## src/rtl/cpu_run_pkg.sv

```systemverilog
// Shared types and constants for the CPU run sequencer.
package cpu_run_pkg;

  // Default width of the cycle counter and run limit.
  localparam int unsigned CycWDefault = 16;

  // Largest number of cores one sequencer may drive.
  localparam int unsigned MaxNCpu = 16;

  typedef enum logic [2:0] {
    StIdle,
    StReset,
    StDelay,
    StStart,
    StRun,
    StDone
  } run_state_e;

endpackage

```

## src/rtl/run_start_stagger.sv

```systemverilog
// Staggered start-pulse generator: walks a counter through the START window and
// decodes one single-cycle pulse per core at slot i*STAGGER.
module run_start_stagger #(
  parameter int unsigned N_CPU   = 1,
  parameter int unsigned STAGGER = 0
) (
  input  logic             clk,
  input  logic             rst,
  input  logic             en_i,
  output logic [N_CPU-1:0] start_o,
  output logic [N_CPU-1:0] armed_o,
  output logic             last_o
);

  localparam int unsigned Len  = (N_CPU - 1) * STAGGER + 1;
  localparam int unsigned CntW = (Len > 1) ? $clog2(Len) : 1;
  localparam logic [CntW-1:0] LastIdx = CntW'(Len - 1);

  logic [CntW-1:0] cnt_q, cnt_d;

  // Advance through the START window; park at zero otherwise and after the last slot.
  always_comb begin
    cnt_d = '0;
    if (en_i && (cnt_q != LastIdx)) begin
      cnt_d = cnt_q + CntW'(1);
    end
  end

  // Slot counter register.
  always_ff @(posedge clk or posedge rst) begin
    if (rst) begin
      cnt_q <= '0;
    end else begin
      cnt_q <= cnt_d;
    end
  end

  // Pulse in a core's own slot; armed once that slot lies strictly in the past.
  always_comb begin
    start_o = '0;
    armed_o = '0;
    for (int unsigned i = 0; i < N_CPU; i++) begin
      start_o[i] = en_i && (cnt_q == CntW'(i * STAGGER));
      armed_o[i] = en_i && (cnt_q > CntW'(i * STAGGER));
    end
  end

  assign last_o = en_i && (cnt_q == LastIdx);

endmodule

```

## src/rtl/cpu_run_sequencer.sv

```systemverilog
// Run controller for one or more CPU cores: holds them in reset, releases them,
// issues staggered start pulses, counts cycles and ends the run on halt or limit.
module cpu_run_sequencer
  import cpu_run_pkg::*;
#(
  parameter int unsigned N_CPU       = 1,
  parameter int unsigned RST_CYCLES  = 2,
  parameter int unsigned START_DELAY = 1,
  parameter int unsigned STAGGER     = 0,
  parameter int unsigned CYC_W       = CycWDefault
) (
  input  logic             clk,
  input  logic             rst,
  input  logic             go,
  input  logic [CYC_W-1:0] max_cycles,
  input  logic [N_CPU-1:0] halted,
  output logic             cpu_rst,
  output logic [N_CPU-1:0] cpu_start,
  output logic             busy,
  output logic             done,
  output logic             timeout,
  output logic [CYC_W-1:0] cycle_count
);

  if (N_CPU == 0 || N_CPU > MaxNCpu || RST_CYCLES == 0) begin : g_param_check
    $error("cpu_run_sequencer: parameter out of range");
  end

  // One down-counter serves both RESET and DELAY; it is reloaded on entry.
  localparam int unsigned DlyMax = (RST_CYCLES > START_DELAY) ? RST_CYCLES : START_DELAY;
  localparam int unsigned DlyW   = (DlyMax > 1) ? $clog2(DlyMax) : 1;
  localparam logic [DlyW-1:0] RstLoad = DlyW'(RST_CYCLES - 1);
  localparam logic [DlyW-1:0] DlyLoad = (START_DELAY > 0) ? DlyW'(START_DELAY - 1) : '0;

  run_state_e       state_q, state_d;
  logic [DlyW-1:0]  dly_q, dly_d;
  logic [CYC_W-1:0] cnt_q, cnt_d, cnt_inc;
  logic [N_CPU-1:0] sticky_q, sticky_d, halt_all;
  logic             timeout_q, timeout_d;

  logic             stg_en, stg_last;
  logic [N_CPU-1:0] stg_start, stg_armed;

  assign stg_en = (state_q == StStart);

  run_start_stagger #(
    .N_CPU  (N_CPU),
    .STAGGER(STAGGER)
  ) u_stagger (
    .clk    (clk),
    .rst    (rst),
    .en_i   (stg_en),
    .start_o(stg_start),
    .armed_o(stg_armed),
    .last_o (stg_last)
  );

  // Saturating increment; the counter never wraps.
  assign cnt_inc  = (cnt_q == '1) ? cnt_q : cnt_q + CYC_W'(1);
  // Includes this cycle's halts so a final halt ends the run without extra latency.
  assign halt_all = sticky_q | halted;

  // Next-state and datapath update.
  always_comb begin
    state_d   = state_q;
    dly_d     = dly_q;
    cnt_d     = cnt_q;
    sticky_d  = sticky_q;
    timeout_d = timeout_q;
    unique case (state_q)
      StIdle: begin
        if (go) begin
          state_d   = StReset;
          dly_d     = RstLoad;
          cnt_d     = '0;
          sticky_d  = '0;
          timeout_d = 1'b0;
        end
      end
      StReset: begin
        if (dly_q == '0) begin
          if (START_DELAY == 0) begin
            state_d = StStart;
          end else begin
            state_d = StDelay;
            dly_d   = DlyLoad;
          end
        end else begin
          dly_d = dly_q - DlyW'(1);
        end
      end
      StDelay: begin
        if (dly_q == '0) begin
          state_d = StStart;
        end else begin
          dly_d = dly_q - DlyW'(1);
        end
      end
      StStart: begin
        // Only cores whose pulse is already behind them may record a halt.
        sticky_d = sticky_q | (halted & stg_armed);
        cnt_d    = cnt_inc;
        if (stg_last) begin
          state_d = StRun;
        end
      end
      StRun: begin
        sticky_d = halt_all;
        // The exit edge does not count, so the final value is the one seen here.
        if (&halt_all) begin
          state_d   = StDone;
          timeout_d = 1'b0;
        end else if ((max_cycles != '0) && (cnt_q >= max_cycles)) begin
          state_d   = StDone;
          timeout_d = 1'b1;
        end else begin
          cnt_d = cnt_inc;
        end
      end
      StDone: begin
        if (!go) begin
          state_d = StIdle;
        end
      end
      default: state_d = StIdle;
    endcase
  end

  // FSM state register.
  always_ff @(posedge clk or posedge rst) begin
    if (rst) begin
      state_q <= StIdle;
    end else begin
      state_q <= state_d;
    end
  end

  // Datapath registers: phase counter, cycle counter, halt mask, timeout flag.
  always_ff @(posedge clk or posedge rst) begin
    if (rst) begin
      dly_q     <= '0;
      cnt_q     <= '0;
      sticky_q  <= '0;
      timeout_q <= 1'b0;
    end else begin
      dly_q     <= dly_d;
      cnt_q     <= cnt_d;
      sticky_q  <= sticky_d;
      timeout_q <= timeout_d;
    end
  end

  // Output decode from registered state only.
  always_comb begin
    cpu_rst = 1'b0;
    busy    = 1'b0;
    done    = 1'b0;
    unique case (state_q)
      StIdle: cpu_rst = 1'b1;
      StReset: begin
        cpu_rst = 1'b1;
        busy    = 1'b1;
      end
      StDelay, StStart, StRun: busy = 1'b1;
      StDone: done = 1'b1;
      default: cpu_rst = 1'b1;
    endcase
  end

  assign cpu_start   = stg_start;
  assign timeout     = timeout_q;
  assign cycle_count = cnt_q;

endmodule

```

## config.mk

```make
export PLATFORM = sky130hd
export DESIGN_NAME = cpu_run_sequencer
export DESIGN_NICKNAME = d
export VERILOG_FILES = /design/src/rtl/cpu_run_pkg.sv /design/src/rtl/run_start_stagger.sv /design/src/rtl/cpu_run_sequencer.sv
export SDC_FILE = /design/constraint.sdc
export NUM_CORES = 1
export LEC_CHECK = 0
export CELL_PAD_IN_SITES_DETAIL_PLACEMENT = 0
export CELL_PAD_IN_SITES_GLOBAL_PLACEMENT = 1
export CORE_MARGIN = 4
export CORE_UTILIZATION = 28
export CTS_BUF_LIST = sky130_fd_sc_hd__clkbuf_16
export CTS_CLUSTER_SIZE = 24
export DETAILED_ROUTE_END_ITERATION = 7
export PLACE_DENSITY_LB_ADDON = 0.3
export SYNTH_ARGS = -nofsm -noshare
export SYNTH_HDL_FRONTEND = slang
export SYNTH_SLANG_ARGS = --single-unit
```

## constraint.sdc

```tcl
create_clock -name clk -period 2.1 [get_ports clk]
set_input_delay 0.21 -clock clk [delete_from_list [all_inputs] [get_ports clk]]
set_output_delay 0.21 -clock clk [all_outputs]
set_load 0.02 [all_outputs]
```

==> flow_metrics.env <==
export IMPL_netlist_instances=223
export IMPL_portBuffers=40
export IMPL_grt_max_degree=31
export IMPL_antenna_found_initial=0
export IMPL_fin_skew_ns=0.00299
export IMPL_die_height_um=90.4
export IMPL_dp_hpwl_um=4330
export IMPL_min_period_ns=2.24
export IMPL_p_leak_nw=1.38
export IMPL_synth_top_cell_by_area="dfrtp_1"
export IMPL_fp_dieW_um=90.4
export IMPL_fin_crit_sh=1.06
export IMPL_die_area_um2=8170
export IMPL_io_pins=41
export IMPL_cts_buffers=3
export IMPL_critPathArrivalTime_ns=2.39
export IMPL_cap_violations=0
export IMPL_yosysWarnings=0
export IMPL_cts_root_buffer="clkbuf_16"
export IMPL_insertion_delay_ns=0.26
export IMPL_wl_um=5820
export IMPL_fin_nets=329
export IMPL_p_int_w=0.00140
export IMPL_grt_pass1_wl_um=9380
export IMPL_core_area_um2=6460
export IMPL_critPathMaxFanout=6
export IMPL_drive_above_1_share=0.292
export IMPL_cts_sinks=23
export IMPL_cts_tree="done"
export IMPL_required_ns=2.26
export IMPL_synth_ff_type="dfrtp_1"
export IMPL_crit_path_start_kind="flip-flop"
export IMPL_final_instance_count_excl_fill=368
export IMPL_fin_setup_tns_ns=-1.42
export IMPL_drc=0
export IMPL_p_sw_w=0.00120
export IMPL_use_met1=0.199
export IMPL_syn_area_um2=1900
export IMPL_fin_ws_ns=-0.136
export IMPL_synth_top_cells_by_count="dfrtp_1, inv_1, ha_1, o31ai_1, a21oi_1"
export IMPL_vias=1961
export IMPL_timing_fmax_mhz=447
export IMPL_ys_ff_latch=23
export IMPL_seq_area_frac_synth=0.303
export IMPL_hp_class="in -> async"
export IMPL_whs_ns=0.290
export IMPL_finalSetupViolations=17
export IMPL_layout_area_overhead_vs_synth_pct=55.6
export IMPL_seq_power_share=0.229
export IMPL_powerDensity_nw_per_um2=880
export IMPL_ys_async_sr_fraction=1.00
export IMPL_htree_levels=1
export IMPL_start_util=0.294
export IMPL_p_comb_frac=0.602
export IMPL_violations="negative setup slack"
export IMPL_drtIter0Drc=118
export IMPL_clock_power_share=0.169
export IMPL_avgRoutedWirePerCell_um=15.8
export IMPL_rows=29
export IMPL_clkTransAtPathRegs_ns=0.07
export IMPL_antenna_cells=0
export IMPL_busiest_layer="met2"
export IMPL_grt_util_met3=0.0208
export IMPL_track_usage=0.139
export IMPL_place_ws_ns=-0.516
export IMPL_slew_violations=0
export IMPL_synth_top_cell_area_share=0.303
export IMPL_rsz0062_at_grt="true"
export IMPL_critical_path_class="reg -> reg"
export IMPL_placed_cells=363
export IMPL_viasPerCell=5.33
export IMPL_detail_route_antenna_nets=0
export IMPL_grt_overflow_total=0
export IMPL_gp_congestion=0.773
export IMPL_yosysUniqueCellTypes=39
export IMPL_ir_drop_mv=0.385
export IMPL_netSwitchingFraction=0.462
export IMPL_synth_top_cells_by_area="dfrtp_1, ha_1, o31ai_1"
export IMPL_synth_fp_nets=260
export IMPL_firstDrtPassIters=4
export IMPL_cts_buffer_depth=2
export IMPL_grt_pass1_vias=1855
export IMPL_use_met2=0.210
export IMPL_finalHoldViolations=0
export IMPL_synth_edf_count=0
export IMPL_status="complete, but fails checks"
export IMPL_end_kind="flip-flop"
export IMPL_syn_avg_cell_area_um2=8.52
==> stage by stage <==
step                power, W  area [um2]  utilization
floorplan            0.00155        1950            -
global placement     0.00194        2630        0.407
detailed placement   0.00195        2630        0.407
CTS                  0.00251        2800        0.434
global route         0.00278        2960        0.458
finish               0.00260        2960        0.458
==> sequential cells by signal, summed over array words and instances (netlist names) <==
signal	count
u_stagger.cnt_q	1
state_q	3
dly_q	1
sticky_q	1
cycle_count	16
timeout	1
==> placed cells by master (no fill, tap or decap), types with 3 or more instances in the layout <==
cell and n:
buf_4 31, nand2_1 12, a21oi_1 13, nor2_1 14, o31ai_4 3, clkbuf_16 3, o21ai_1 3, a31oi_1 5
nand2b_1 5, ha_4 3, nor3_1 3, o41ai_2 9, nand4_1 5, dfrtp_1 21, ha_1 14, nor2b_1 6
inv_1 20, o41ai_4 3, nand3_1 11, o31ai_1 3, clkdlybuf4s50_1 33, nor4_1 4, o21ai_0 12, dlymetal6s2s_1 6
inv_2 3, buf_6 5, o31ai_2 11
==> kinds of logic (layout without fill, tap and decap cells) <==
logic type                 after synthesis  in the layout  share of synthesized area
muxes                                    2              2                     0.0171
adders and majority gates               17             17                      0.112
xor gates and xnor gates                 2              2                    0.00922
AOI/OAI and AO/OA                       69             69                      0.267
buffers and inverters                   35            103                     0.0797
and+or+nand+nor                         74             74                      0.210
DFF                                     23             23                      0.303
other                                    1              1                    0.00197
==> routing by layer <==
layer / routed length (um) / part of all wire
met2: 2680 / 0.46
met3: 392 / 0.067
met4: 80 / 0.014
met1: 2660 / 0.46
met5: 0 / 0
==> worst max-delay path: stages, from the launching register on <==
cell	delay, ns
dfrtp_2	0.41
inv_2	0.06
ha_4	0.18
nand2b_4	0.12
a2111o_1	0.37
a32oi_2	0.22
a21oi_2	0.12
or2_4	0.27
buf_6	0.15
o41ai_4	0.22
==> timing repair <==
action,CTS,global route
resized for setup,17,28
cloned,1,0
endpoints found under the setup margin,17,19
pin swaps,10,5
setup buffers,0,0
hold buffers,0,0
==> power groups by stage <==
stage / sequential (W) / clock (W) / combinational (W)
floorplan: 0.000581 / 0 / 0.000970
global placement: 0.000601 / 0 / 0.00134
detailed placement: 0.000604 / 0 / 0.00135
CTS: 0.000597 / 0.000444 / 0.00147
global route: 0.000610 / 0.000455 / 0.00172
finish: 0.000596 / 0.000439 / 0.00157
==> cell type report <==
type / instances / area (um2)
well taps: 77 / 96.3
repair buffers: 76 / 703
clock buffers: 3 / 75.1
clock inverters: 1 / 5.00
inverters: 23 / 86.3
flip-flops and latches: 23 / 578
multi-input cells: 165 / 1410
fillers: 621 / 3500
==> final timing paths <==
check	start	endpoint	slack [ns]	cells past startpoint
min reg2reg	timeout	timeout	0.54	2
min in group clk	timeout	timeout	0.54	2
max in group asynchronous	rst	cycle_count[0]	1.54	3
min	rst	u_stagger.cnt_q	0.29	3
max reg2reg	cycle_count[0]	cycle_count[10]	-0.14	9
max	cycle_count[0]	cycle_count[10]	-0.14	9
(Power assumes the default switching activity.)
==> RTL change 1 (same flow settings) <==
The parameter `RST_CYCLES` goes from 2 to 4.
--- a/src/rtl/cpu_run_sequencer.sv
+++ b/src/rtl/cpu_run_sequencer.sv
@@ -6,3 +6,3 @@
   parameter int unsigned N_CPU       = 1,
-  parameter int unsigned RST_CYCLES  = 2,
+  parameter int unsigned RST_CYCLES  = 4,
   parameter int unsigned START_DELAY = 1,
Check against the original RTL: not equivalent (a bounded check fails within 4 cycles, from zero or initial values and one cycle with rst high).
==> RTL change 1 against the original RTL <==
  * The flow still finishes with violations (negative setup slack)
  * Global-route usage grew 0.66 points
  * First-iteration DRC count fell by 28%
  * Synthesized area rose by 11%
  * Setup slack lost 0.16 ns
  * Final area up 12%
  * Wire length is 8.8% higher
  * Sequential cell count rose by 1
  * Sequential power grew 6.4%
  * Combinational power hardly changed
  * Power rose by 1.5%
  * Count of clock-buffer cells in the layout unchanged
  * Largest cell class unchanged
  * Largest power group unchanged
==> RTL change 1: results (changes against the original RTL) <==
most frequent cells after synthesis=26 x inv_1, 25 x nand2_1, 24 x dfrtp_1 (was 23 x dfrtp_1, 23 x inv_1, 17 x ha_1, 17 x o31ai_1, 15 x a21oi_1); number of different library cells in the post-synthesis netlist=49 (was 39); highest ir drop seen on vdd=0.593 mV (was 0.385 mV); number of enable flip-flop cells after synthesis=0 (unchanged); layout filler cell count=754 (was 621); async set or reset register ratio after synthesis=100% (unchanged); worst clock skew=0.00573 ns (was 0.00299 ns); share of cells above drive strength 1=31.4% (was 29.2%); final setup violation count=18 (was 17); highest fanout seen on the critical path=6 (unchanged); CTS root buffer=clkbuf_16 (unchanged); Synth warnings=0 (unchanged); via count=2,135 (was 1,961); aggregate routed wire length=6330 um (was 5820 um); clock insertion delay at the later pin of the skew report=0.26 ns (about the same); number of antenna diodes=0 (unchanged); Placement Cell Area=2910 um^2 (was 2630 um^2); worst hold path class=in -> async (unchanged); Clock transition at path regs=0.07 ns (about the same); LEAKAGE=0.00148 uW (was 0.00138 uW); Largest stage delay, worst path=0.43 ns (was 0.41 ns); pin count of the biggest net entering global routing=25 (was 31); final worst-path setup slack=-0.293 ns (was -0.136 ns); status=finished, violations left (unchanged); Final nets=366 (was 329); number of H-tree levels=1 (unchanged); critical path arrival=2.58 ns (was 2.39 ns); wire length of the first global-routing pass=10,400 um (was 9380 um); Main synth FF type=dfrtp_1 (unchanged); gr usage total=14.5% (was 13.9%); violations in the final reports=negative setup slack (unchanged); port bufs=40 (unchanged); initial antenna violation count=0 (unchanged); DRC=0 (unchanged); flip-flop count of the largest register, all copies and words added=16 (unchanged); part of the cycle the worst path needs=114% (was 106%); number of buffers added by the clock tree synthesis step=3 (unchanged); Longest Clk Path Bufs=2 (unchanged); synthesized netlist net count=290 (was 260); via count of the first global-routing pass=2,171 (was 1,855); routability cong.=0.822 (was 0.773); part of the Yosys area used for sequential elements=28.5% (was 30.3%); Worst path slowest cell=dfrtp_2 (unchanged); top cells by area, synth=dfrtp_1 29%, ha_1 12%, mux2i_1 5.2%, inv_1 4.6%, nand2_1 4.5% (was dfrtp_1 30%, ha_1 11%, o31ai_1 6.7%, o41ai_2 6.0%, inv_1 4.5%); number of design-rule violations left by the first detailed-router iteration=85 (was 118); detailed-placement wirelength estimate=4610 um (was 4330 um); critical path's top delay family=compound AO/OA/AOI/OAI gates (unchanged); first-pass detailed-route iteration total=5 (was 4)
RTL change 1: cell type report:
cell class | instances | area (um^2) | area share (%)
Tap cell | 99 | 124 | 3.73
Sequential cell | 24 | 612 | 18.4
Clock inverter | 1 | 3.75 | 0.113
Inverter | 27 | 104 | 3.13
Multi-Input combinational cell | 188 | 1590 | 47.9
Clock buffer | 3 | 75.1 | 2.26
Timing Repair Buffer | 82 | 815 | 24.5
RTL change 1: report_power, final:
| group | switching (uW) | total (uW) | internal [uW] |
|---|---|---|---|
| Sequential | 95.5 | 634 | 539 |
| Clock | 182 | 438 | 255 |
| Combinational | 852 | 1570 | 718 |
| Total | 1130 | 2640 | 1510 |
RTL change 1: stage by stage:
step           worst slack, ns  TNS, ns  hold slack (ns)  instances  util (%)
2_1_floorplan          -0.0899   -0.820            0.224        250         -
3_3_place_gp            -0.535    -8.52            0.521        415      39.9
3_5_place_dp            -0.554    -8.45            0.524        415      39.9
4_1_cts                 -0.283    -4.55            0.319        424      44.3
5_1_grt                 -0.342    -4.94            0.340        424      45.6
6_report                -0.293    -4.04            0.300        424      45.6
RTL change 1: final timing paths:
check	from	end	cells after the start
max in group asynchronous	rst	cycle_count[13]	3
worst min-delay path	rst	dly_q[0]	3
worst max register to register	cycle_count[10]	cycle_count[1]	8
worst max-delay path	cycle_count[10]	cycle_count[1]	8
min in group clk	timeout	timeout	2
worst min register to register	timeout	timeout	2
RTL change 1: what timing repair did:
item	CTS	global route
gates resized for setup	26	32
cloned	3	1
endpoints found under the hold margin	0	0
hold buffers	0	0
endpoints found under the setup margin	18	21
buffers inserted	3	0
pin swaps	16	14
RTL change 1: worst register-to-register path: stages (launching register included):
cell and delay, ns:
dfrtp_2 0.43, ha_1 0.29, nand2_1 0.07, o21ai_1 0.08
a221o_1 0.38, o31a_1 0.42, buf_12 0.19, a21oi_4 0.24
mux2i_1 0.22
RTL change 1: logic make-up (layout without fill, tap and decap cells):
kind of cell | after synthesis | in the layout | share of synthesized area (%)
compound gates | 57 | 57 | 19.1
fa+ha+maj | 20 | 20 | 11.9
simple gates | 97 | 97 | 25.5
xor+xnor | 2 | 2 | 0.832
flops | 24 | 24 | 28.5
mux | 11 | 11 | 5.23
other cells | 1 | 1 | 0.178
buf+inv | 38 | 113 | 8.73
RTL change 1: routing by layer:
metal  global-route usage [%]  routed length [um]  vias to the layer above
met5                        0                   0                        -
met4                     4.09                  54                        0
met3                     1.91                 352                        4
li1                         -                   -                     1050
met2                     24.8                3060                       58
met1                     19.2                2860                     1023
==> RTL change 2 (same settings) <==
Made on the original files. Re-encode `run_state_e` (6 states) as one-hot, 6 bits wide.
--- a/src/rtl/cpu_run_pkg.sv
+++ b/src/rtl/cpu_run_pkg.sv
@@ -9,9 +9,9 @@
 
-  typedef enum logic [2:0] {
-    StIdle,
-    StReset,
-    StDelay,
-    StStart,
-    StRun,
-    StDone
+  typedef enum logic [5:0] {
+    StIdle  = 6'b000001,
+    StReset = 6'b000010,
+    StDelay = 6'b000100,
+    StStart = 6'b001000,
+    StRun   = 6'b010000,
+    StDone  = 6'b100000
   } run_state_e;
Function: same outputs for any inputs over 10 cycles, from zero or initial values and one cycle with rst high; not proved beyond that.
==> RTL change 2 against the original RTL <==
  * The run still ends with negative setup slack left
  * Setup slack worse by 0.067 ns
  * Global-route usage is 0.41 points higher
  * Synthesized area is 9.2% higher
  * Sequential power is 1% higher
  * Worst hold slack better by 0.020 ns
  * Final area is 13% higher
  * Wire length is 3.9% higher
  * Power is 20% lower
  * Sequential cell count is 3 higher
  * Maximum frequency is 2.9% lower
  * Largest cell class unchanged
  * Highest routed layer unchanged
==> RTL change 2: results (changes against the original RTL) <==
global-route track usage on met3=1.20% (was 2.08%); number of antenna diodes=0 (unchanged); routability cong.=0.793 (was 0.773); first-pass detailed-route iteration total=4 (unchanged); critical path arrival=2.45 ns (was 2.39 ns); DP Worst Slack=-0.613 ns (was -0.516 ns); Longest Clk Path Bufs=2 (unchanged); average wire per standard cell=14.6 um (was 15.8 um); via count of the first global-routing pass=2,041 (was 1,855); top cells by area, synth=dfrtp_1 30%, ha_1 10%, xnor2_1 4.6%, inv_1 4.5%, a2111oi_4 4.0% (was dfrtp_1 30%, ha_1 11%, o31ai_1 6.7%, o41ai_2 6.0%, inv_1 4.5%); async set or reset register ratio after synthesis=100% (unchanged); Final TNS setup=-2.24 ns (was -1.42 ns); power attributed to sequential cells=603 uW (was 596 uW); Placement Cell Area=2990 um^2 (was 2630 um^2); Gate power share=49.8% (was 60.2%); LEAKAGE=0.00144 uW (was 0.00138 uW); total power consumption of the routed design=2080 uW (was 2600 uW); initial antenna violation count=0 (unchanged); met1 usage in global routing=18.4% (was 19.9%); number of design-rule violations left by the first detailed-router iteration=83 (was 118); worst clock skew=0.00620 ns (was 0.00299 ns); Routed met1 length=2750 um (was 2660 um); DR WL met2=3190 um (was 2680 um); highest ir drop seen on vdd=0.405 mV (was 0.385 mV); wire length on met3=63 um (was 392 um); switching share of total power=37.5% (was 46.2%); worst hold path class=in -> async (unchanged); Final nets=352 (was 329); synthesized netlist net count=260 (unchanged); drt via density=4.69 (was 5.33); Synth warnings=0 (unchanged); pin count of the biggest net entering global routing=27 (was 31); port bufs=40 (unchanged); share of cells above drive strength 1=43.0% (was 29.2%); final worst-path setup slack=-0.202 ns (was -0.136 ns); post-route ant nets=0 (unchanged); part of the Yosys area used for sequential elements=31.4% (was 30.3%); wire length of the first global-routing pass=10,100 um (was 9380 um); routing usage on met2=26.3% (was 21.0%); gr usage total=14.3% (was 13.9%); CTS root buffer=clkbuf_16 (unchanged); number of different library cells in the post-synthesis netlist=59 (was 39); detailed-placement wirelength estimate=4770 um (was 4330 um); most frequent cells after synthesis=25 x dfrtp_1, 25 x inv_1, 17 x ha_1, 17 x nand2_1, 17 x nor2_1 (was 23 x dfrtp_1, 23 x inv_1, 17 x ha_1, 17 x o31ai_1, 15 x a21oi_1); final setup violation count=17 (unchanged); highest fanout seen on the critical path=8 (was 6); violations in the final reports=negative setup slack (unchanged); clock insertion delay at the later pin of the skew report=0.26 ns (about the same); status=finished, violations left (unchanged); aggregate routed wire length=6040 um (was 5820 um)
-- RTL change 2: changes by cell type after synthesis, moves of 6 or more --
cell	delta
o21ai_0	-7
o41ai_2	-7
nand2b_1	-6
xnor2_1	+9
a211oi_1	+8
o31ai_1	-15
-- RTL change 2: final cells by class --
| type | instances | area, um^2 |
|---|---|---|
| Clock inverter | 1 | 3.75 |
| Multi-Input combinational cell | 164 | 1550 |
| Fill cell | 720 | 3880 |
| Inverter | 25 | 96.3 |
| Clock buffer | 3 | 75.1 |
| Sequential cell | 26 | 662 |
| Tap cell | 99 | 124 |
| Timing Repair Buffer | 95 | 823 |
-- RTL change 2: worst paths after layout --
check | start | to | slack, ns | depth (start not counted)
max reg2reg | cycle_count[0] | cycle_count[8] | -0.20 | 11
max | max_cycles[5] | cycle_count[8] | -0.20 | 12
min in group clk | sticky_q | sticky_q | 0.51 | 2
max in group asynchronous | rst | state_q[0] | 1.49 | 3
min reg2reg | sticky_q | sticky_q | 0.51 | 2
min | rst | cycle_count[2] | 0.31 | 3
-- RTL change 2: worst max-delay path: stages --
cell and delay (ns):
clkdlybuf4s50_1 0.49, inv_2 0.06, ha_4 0.21, a21o_2 0.21, a211oi_2 0.20, o21a_2 0.21
o211ai_4 0.14, buf_8 0.19, buf_4 0.13, a211oi_2 0.19, xnor2_1 0.14, nor2_1 0.05
-- RTL change 2: cell families after synthesis --
family	synth area share (%)
other	0.181
adders and majority gates	10.3
muxes	0.543
AOI/OAI and AO/OA	22.3
xor gates and xnor gates	5.49
DFF	31.4
buffers and inverters	7.90
and+or+nand+nor	22.0
-- RTL change 2: what timing repair did --
item	4_1_cts	5_1_grt
setup buffers	1	1
resized for setup	56	15
pin swaps	22	11
setup endpoints to repair	24	25
